===== config.mk =====
export PLATFORM = sky130hd
export DESIGN_NAME = alu_control
export DESIGN_NICKNAME = d
export VERILOG_FILES = /design/src/rtl/alu_ctrl_pkg.sv /design/src/rtl/alu_funct_decode.sv /design/src/rtl/alu_control.sv
export SDC_FILE = /design/constraint.sdc
export NUM_CORES = 1
export LEC_CHECK = 0
export BUFFER_PORTS_ARGS = -buffer_cell sky130_fd_sc_hd__buf_2
export CORE_AREA = 2 2 39 41
export DETAILED_ROUTE_END_ITERATION = 8
export DIE_AREA = 0 0 41 43
export PLACE_DENSITY = 0.52
export SETUP_SLACK_MARGIN = 0.02
export SLEW_MARGIN = 10
export SYNTH_ARGS = -nofsm -noshare
export SYNTH_HDL_FRONTEND = slang
export SYNTH_SLANG_ARGS = --single-unit

===== constraint.sdc =====
create_clock -name clk -period 1.03 [get_ports clk]
set_clock_uncertainty 0.15 [all_clocks]
set_input_delay 0.1545 -clock clk [delete_from_list [all_inputs] [get_ports clk]]
set_output_delay 0.1545 -clock clk [all_outputs]
set_load 0.02 [all_outputs]

===== src/rtl/alu_ctrl_pkg.sv =====
// Shared constants for the ALU control decode: ALUop classes, R-type funct
// codes and the 3-bit ALU select encoding.
package alu_ctrl_pkg;

  localparam logic [1:0] ALUOP_MEM = 2'b00;
  localparam logic [1:0] ALUOP_BR  = 2'b01;
  localparam logic [1:0] ALUOP_R   = 2'b10;

  localparam logic [5:0] FN_ADD = 6'b100000;
  localparam logic [5:0] FN_SUB = 6'b100010;
  localparam logic [5:0] FN_AND = 6'b100100;
  localparam logic [5:0] FN_OR  = 6'b100101;
  localparam logic [5:0] FN_SLT = 6'b101010;
  localparam logic [5:0] FN_NOR = 6'b100111;

  localparam logic [2:0] SEL_AND = 3'b000;
  localparam logic [2:0] SEL_OR  = 3'b001;
  localparam logic [2:0] SEL_ADD = 3'b010;
  localparam logic [2:0] SEL_SUB = 3'b110;
  localparam logic [2:0] SEL_SLT = 3'b111;
  localparam logic [2:0] SEL_NOR = 3'b100;

endpackage


===== src/rtl/alu_funct_decode.sv =====
// Combinational R-type funct decoder: funct -> {select, illegal}.
// Optional feature: define ALU_CTRL_NOR_EN to accept funct 100111 as NOR;
// without it that code is treated as unsupported.
module alu_funct_decode
  import alu_ctrl_pkg::*;
(
  input  logic [5:0] funct,
  output logic [2:0] select,
  output logic       illegal
);

  // Exact six-bit match of funct; anything unrecognised falls back to ADD and flags illegal
  always_comb begin
    select  = SEL_ADD;
    illegal = 1'b0;
    case (funct)
      FN_ADD: select = SEL_ADD;
      FN_SUB: select = SEL_SUB;
      FN_AND: select = SEL_AND;
      FN_OR:  select = SEL_OR;
      FN_SLT: select = SEL_SLT;
`ifdef ALU_CTRL_NOR_EN
      FN_NOR: select = SEL_NOR;
`endif
      default: begin
        select  = SEL_ADD;
        illegal = 1'b1;
      end
    endcase
  end

endmodule


===== src/rtl/alu_control.sv =====
// ALU control: selects the ALU operation from the main-decoder ALUop and the
// R-type funct field, registered with one cycle of latency.
// Optional feature: ALU_CTRL_NOR_EN (handled inside alu_funct_decode).
module alu_control
  import alu_ctrl_pkg::*;
(
  input  logic       clk,
  input  logic       rst_n,
  input  logic [1:0] ALUop,
  input  logic [5:0] function_bit,
  input  logic       in_valid,
  output logic [2:0] select,
  output logic       out_valid,
  output logic       illegal
);

  logic [2:0] fn_sel_p0;
  logic       fn_ill_p0;
  logic [2:0] sel_p0;
  logic       ill_p0;
  logic [2:0] sel_p1;
  logic       ill_p1;
  logic       vld_p1;

  alu_funct_decode u_funct_decode (
    .funct   (function_bit),
    .select  (fn_sel_p0),
    .illegal (fn_ill_p0)
  );

  // ALUop mux: only the R-type class consults the funct decoder, so illegal
  // cannot be raised for any other class
  always_comb begin
    sel_p0 = SEL_ADD;
    ill_p0 = 1'b0;
    case (ALUop)
      ALUOP_MEM: sel_p0 = SEL_ADD;
      ALUOP_BR:  sel_p0 = SEL_SUB;
      ALUOP_R: begin
        sel_p0 = fn_sel_p0;
        ill_p0 = fn_ill_p0;
      end
      default:   sel_p0 = SEL_ADD;
    endcase
  end

  // ---- p0 -> p1 stage boundary ----
  // Output register: load on valid input, otherwise drop valid and hold data
  always_ff @(posedge clk or negedge rst_n) begin
    if (!rst_n) begin
      sel_p1 <= SEL_ADD;
      ill_p1 <= 1'b0;
      vld_p1 <= 1'b0;
    end else if (in_valid) begin
      sel_p1 <= sel_p0;
      ill_p1 <= ill_p0;
      vld_p1 <= 1'b1;
    end else begin
      vld_p1 <= 1'b0;
    end
  end

  assign select    = sel_p1;
  assign illegal   = ill_p1;
  assign out_valid = vld_p1;

endmodule


* Word-level counts from Yosys, hierarchy flattened *
Index checks and enable logic that the tools add are counted.

word-level totals
  memory bits (writable) = 0
  ROM bits = 0
  memories = 0
  word-level logic and storage cells = 16
  flip-flop bits (word level) = 5
  bits in latches = 0
  input port bits = 11

operators by class
  magnitude comparators = 0
  $mul = 0
  equal/unequal tests = 7
  div/mod/pow operators = 0
  reduce and logical (&&, ||, !) cells = 1
  bitwise operators = 0
  add/sub/neg operators = 0
  shifts and indexed selects = 0
  multiplexer cells = 5

operators by type and width
  kind                                                 count
  equality test 6 bit, second input constant           5
  case mux 3 bit (4 select lines)                      1
  case mux 3 bit (2 select lines)                      1
  OR reduction 5 bit                                   1
  2-to-1 mux 1 bit                                     3
  equality test 2 x 1 -> 1 bit, second input constant  1
  equality test 2 bit, second input constant           1

* Longest topological paths before layout *
  depth in word-level cells = 4
  depth in mapped cells = 5
  gate-level depth less buffers = 5

* Cells and area by module *
Synthesis repeated with hierarchy kept, for this count alone.

second synthesis, totals
  cell total of the unflattened synthesis = 32
  area, all modules = 307.8 µm²

by module, submodules not included
  module            seq. area each (µm²)  cells each  instances  area each (µm²)
  alu_control       126.4                 22          1          224.0
  alu_funct_decode  0.0                   10          1          83.8

* Worst setup path before layout *
OpenSTA, ideal clock, no wires.

  kind = in2reg
  start point = in ALUop[0]
  end point = reg sel_p1[0], in the netlist select[0]
  path buffers = 0
  required time = 0.776 ns
  path slack = -0.024 ns
  stages = 3
  arrival time = 0.801 ns
  cell sequence = inv_1 ha_1 o41ai_2

on the way
  longest elaborated chain between the ends = 2
  elaborated cells between the ends (all ways) = 3
  classes of those cells = eq/ne: 2; mux: 1

RTL lines
  element                                                                     line               source
  start: declaration                                                          alu_control.sv:9   input logic [1:0] ALUop,
  equality test 2 bit / equality test 2 x 1 -> 1 bit (equally long branches)  alu_control.sv:36  case (ALUop)
  case mux 3 bit (2 select lines) *                                           alu_control.sv:36
  end signal: assignment                                                      alu_control.sv:55  sel_p1 <= sel_p0;
  end: declaration                                                            alu_control.sv:21  logic [2:0] sel_p1;

Mark *: on every way between the ends. The rest lies on a longest branch, timed or not.
A chain may end at the register's enable or synchronous reset.

* Final worst setup path *
  start point = reg sel_p1[1], in the netlist select[1]
  end point = out select[1]

RTL lines
  element           line               source
  end: declaration  alu_control.sv:12  output logic [2:0] select,

No word-level cell between the ends.

==> flow_metrics.py <==
metrics = {
    "logic_synthesis": {
        "ys_seq_area_share_pct": 38.4,
        "netlist_area_um2": 329,
        "synth.avg_cell_area_um2": 10.6,
        "ys_ff_latch": 5,
        "syn_nets": 44,
        "synth-warning-count": 0,
        "synth_cell_types": 20,
        "syn_inst": 31,
    },
    "critical_path": {
        "crit_family": "flip-flops",
        "cp-start-kind": "register",
        "reg2reg_from": "select[1]$_DFFE_PN1P_",
        "critPathMaxStageDelay_ns": 0.53,
        "reg2reg_setup_slack_ns": 0.01,
        "reg2regPathDepth": 3,
        "cp.required_ns": 0.73,
        "path_max_fanout": 2,
        "critPathBufInv": 1,
        "r2r_end": "select[1]$_DFFE_PN1P_",
        "crit_type": "register to primary output",
        "cp.arrival_ns": 0.88,
        "cp_cell_sequence": "buf_6",
        "endpoint_kind": "primary output",
        "worst_path_max_delay_cell": "dfstp_2",
    },
    "cts": {
        "cts.sinks": 5,
        "cts_buffer_depth": 2,
        "clock_latency_ns": 0.24,
        "clk_pin_slew_ns": 0.04,
        "cts_tree": "built",
        "cts_made_buffers": 3,
        "htreeDepth": 1,
        "root_buffer": "clkbuf_4",
    },
    "global_routing": {
        "grt_pass1_wl_um": 1080,
        "grt_max_degree": 10,
        "track_usage_pct": 9.47,
        "grt_overflow": 0,
        "grt_pass1_vias": 301,
        "antenna_found_initial": 0,
    },
    "route": {
        "vias": 329,
        "firstDrtPassIters": 4,
        "drt-wirelength-per-cell_um": 9.39,
        "drt_iter0_markers": 5,
        "viasPerCell": 4.33,
        "wirelength_um": 714,
        "drc": 0,
        "ant_nets": 0,
    },
    "run_status": {
        "violations": "negative setup slack",
        "outcome": "finished, violations left",
    },
    "sta": {
        "min_period_ns": 1.18,
        "setup-violations-final": 5,
        "post-route-period-util_pct": 115,
        "timing.slew.headroom_pct": 82.6,
        "rsz0062_at_grt": "true",
        "drv_slew": 0,
        "worst_slack_ns": -0.153,
        "finalHoldViolCount": 0,
        "max_clock_freq_ghz": 0.845,
        "timing.hold.ws_ns": 0.0319,
        "worst_pin_slew_ns": 0.259,
    },
    "min_path": {
        "holdCritStartpoint": "in_valid",
        "min_to": "select[1]$_DFFE_PN1P_",
        "hold_path_depth": 2,
        "min_path_type": "primary input to register",
    },
    "finish": {
        "finalNetCount": 74,
        "diodes": 0,
        "syn_to_final_growth_pct": 74.5,
        "final_util_pct": 41.5,
        "drive_above_1_share_pct": 56.7,
    },
    "placement": {
        "place.gp.congestion": 0.724,
        "post-dp-hpwl_um": 564,
        "io_buffers": 15,
    },
    "floorplanning": {
        "die_area_um2": 1760,
        "die_height_um": 43,
        "die_w_um": 41,
        "rows": 14,
        "initial_utilization_pct": 23.8,
        "io_pins": 16,
        "core-area_um2": 1380,
    },
    "pwr": {
        "p_per_area_nw_per_um2": 1100,
        "max-vdd-ir-drop_mv": 0.388,
        "p_leak_nw": 0.282,
    },
    "job": {
        "cap_violations": 0,
    },
}
-- placed cells by master (no fill, tap or decap), drive strengths merged --
cell type	instances
nor3b	1
nand2b	2
dlygate4sd3	2
o21ai	1
nand4b	1
buf	23
nand2	2
inv	5
clkbuf	4
a2111oi	1
dfstp	1
dfrtp	4
a31oi	2
o41ai	2
ha	2
and4bb	1
o22ai	1
and2b	1
a21oi	1
nor2	2
and2	1
-- how the worst max path moves through the flow --
stage	startpoint	endpoint	slack, ns	cells after the start
6_report	select[1]$_DFFE_PN1P_	select[1]	-0.15	1
5_1_grt	select[1]$_DFFE_PN1P_	select[1]	-0.17	1
4_1_cts	select[1]$_DFFE_PN1P_	select[1]	-0.17	1
3_5_place_dp	ALUop[0]	select[0]$_DFFE_PN0P_	-0.12	4
3_3_place_gp	ALUop[0]	select[0]$_DFFE_PN0P_	-0.12	4
2_1_floorplan	ALUop[0]	select[0]$_DFFE_PN0P_	0.04	3
-- report_power, final --
part           switching, mW  internal (mW)  leakage, nW
registers            0.00891          0.215       0.0619
clock network         0.0818          0.147       0.0150
logic                 0.0794         0.0997        0.205
-- cells by family (layout without fill, tap and decap cells) --
| kind of cell | count (synthesis) | count (layout) | synth area share (%) |
|---|---|---|---|
| DFF | 5 | 5 | 38.4 |
| AOI/OAI and AO/OA | 8 | 8 | 23.2 |
| buffers and inverters | 5 | 34 | 5.70 |
| and+or+nand+nor | 11 | 11 | 25.1 |
| adders and majority gates | 2 | 2 | 7.60 |
-- per-layer routing --
layer	wire length [um]	up-vias	track usage [%]	share of wire [%]
li1	-	170	-	-
met1	319	150	9.74	45
met2	365	9	14.4	51
met3	28	0	1.57	3.9
met4	0	0	10.0	0
met5	0	-	0	0
-- sequential cells by signal (all words and copies together) (netlist names) --
| register | cells |
|---|---|
| select | 3 |
| illegal | 1 |
| out_valid | 1 |
-- synthesized netlist by cell type (all sizes together) --
master   number  area share (%)
a2111oi       1             4.6
a21oi         1             1.5
a31oi         2             3.8
and2          1             1.9
and2b         1             2.3
and4bb        1             3.8
dfrtp         4              30
dfstp         1             8.0
ha            2             7.6
inv           5             5.7
nand2         2             2.3
nand2b        2             6.1
nand4b        1             2.7
nor2          2             2.3
nor3b         1             3.8
o21ai         1             1.5
o22ai         1             1.9
o41ai         2             9.9
-- layout make-up --
class                      instances  area (um2)
clock buffer                       4        26.3
fill                             145         810
inverter                           5        18.8
multi-input combinational         21         196
sequential                         5         126
tap                               16        20.0
timing repair buffer              25         186
-- per-stage QoR --
step,total power [mW],worst slack [ns],area [um2],cells,TNS [ns]
2_1_floorplan,0.295,0.0396,342,31,0
3_3_place_gp,0.368,-0.122,474,67,-0.322
3_5_place_dp,0.368,-0.118,474,67,-0.301
4_1_cts,0.638,-0.168,559,74,-0.323
5_1_grt,0.671,-0.173,574,76,-0.378
6_report,0.631,-0.153,574,76,-0.250
-- repair_timing --
item | in CTS | in global routing
gates resized for setup | 10 | 1
hold buffers | 2 | 0
endpoints found under the setup margin | 5 | 6
endpoints found under the hold margin | 6 | 0
setup buffers | 1 | 2
(Power assumes the default switching activity.)
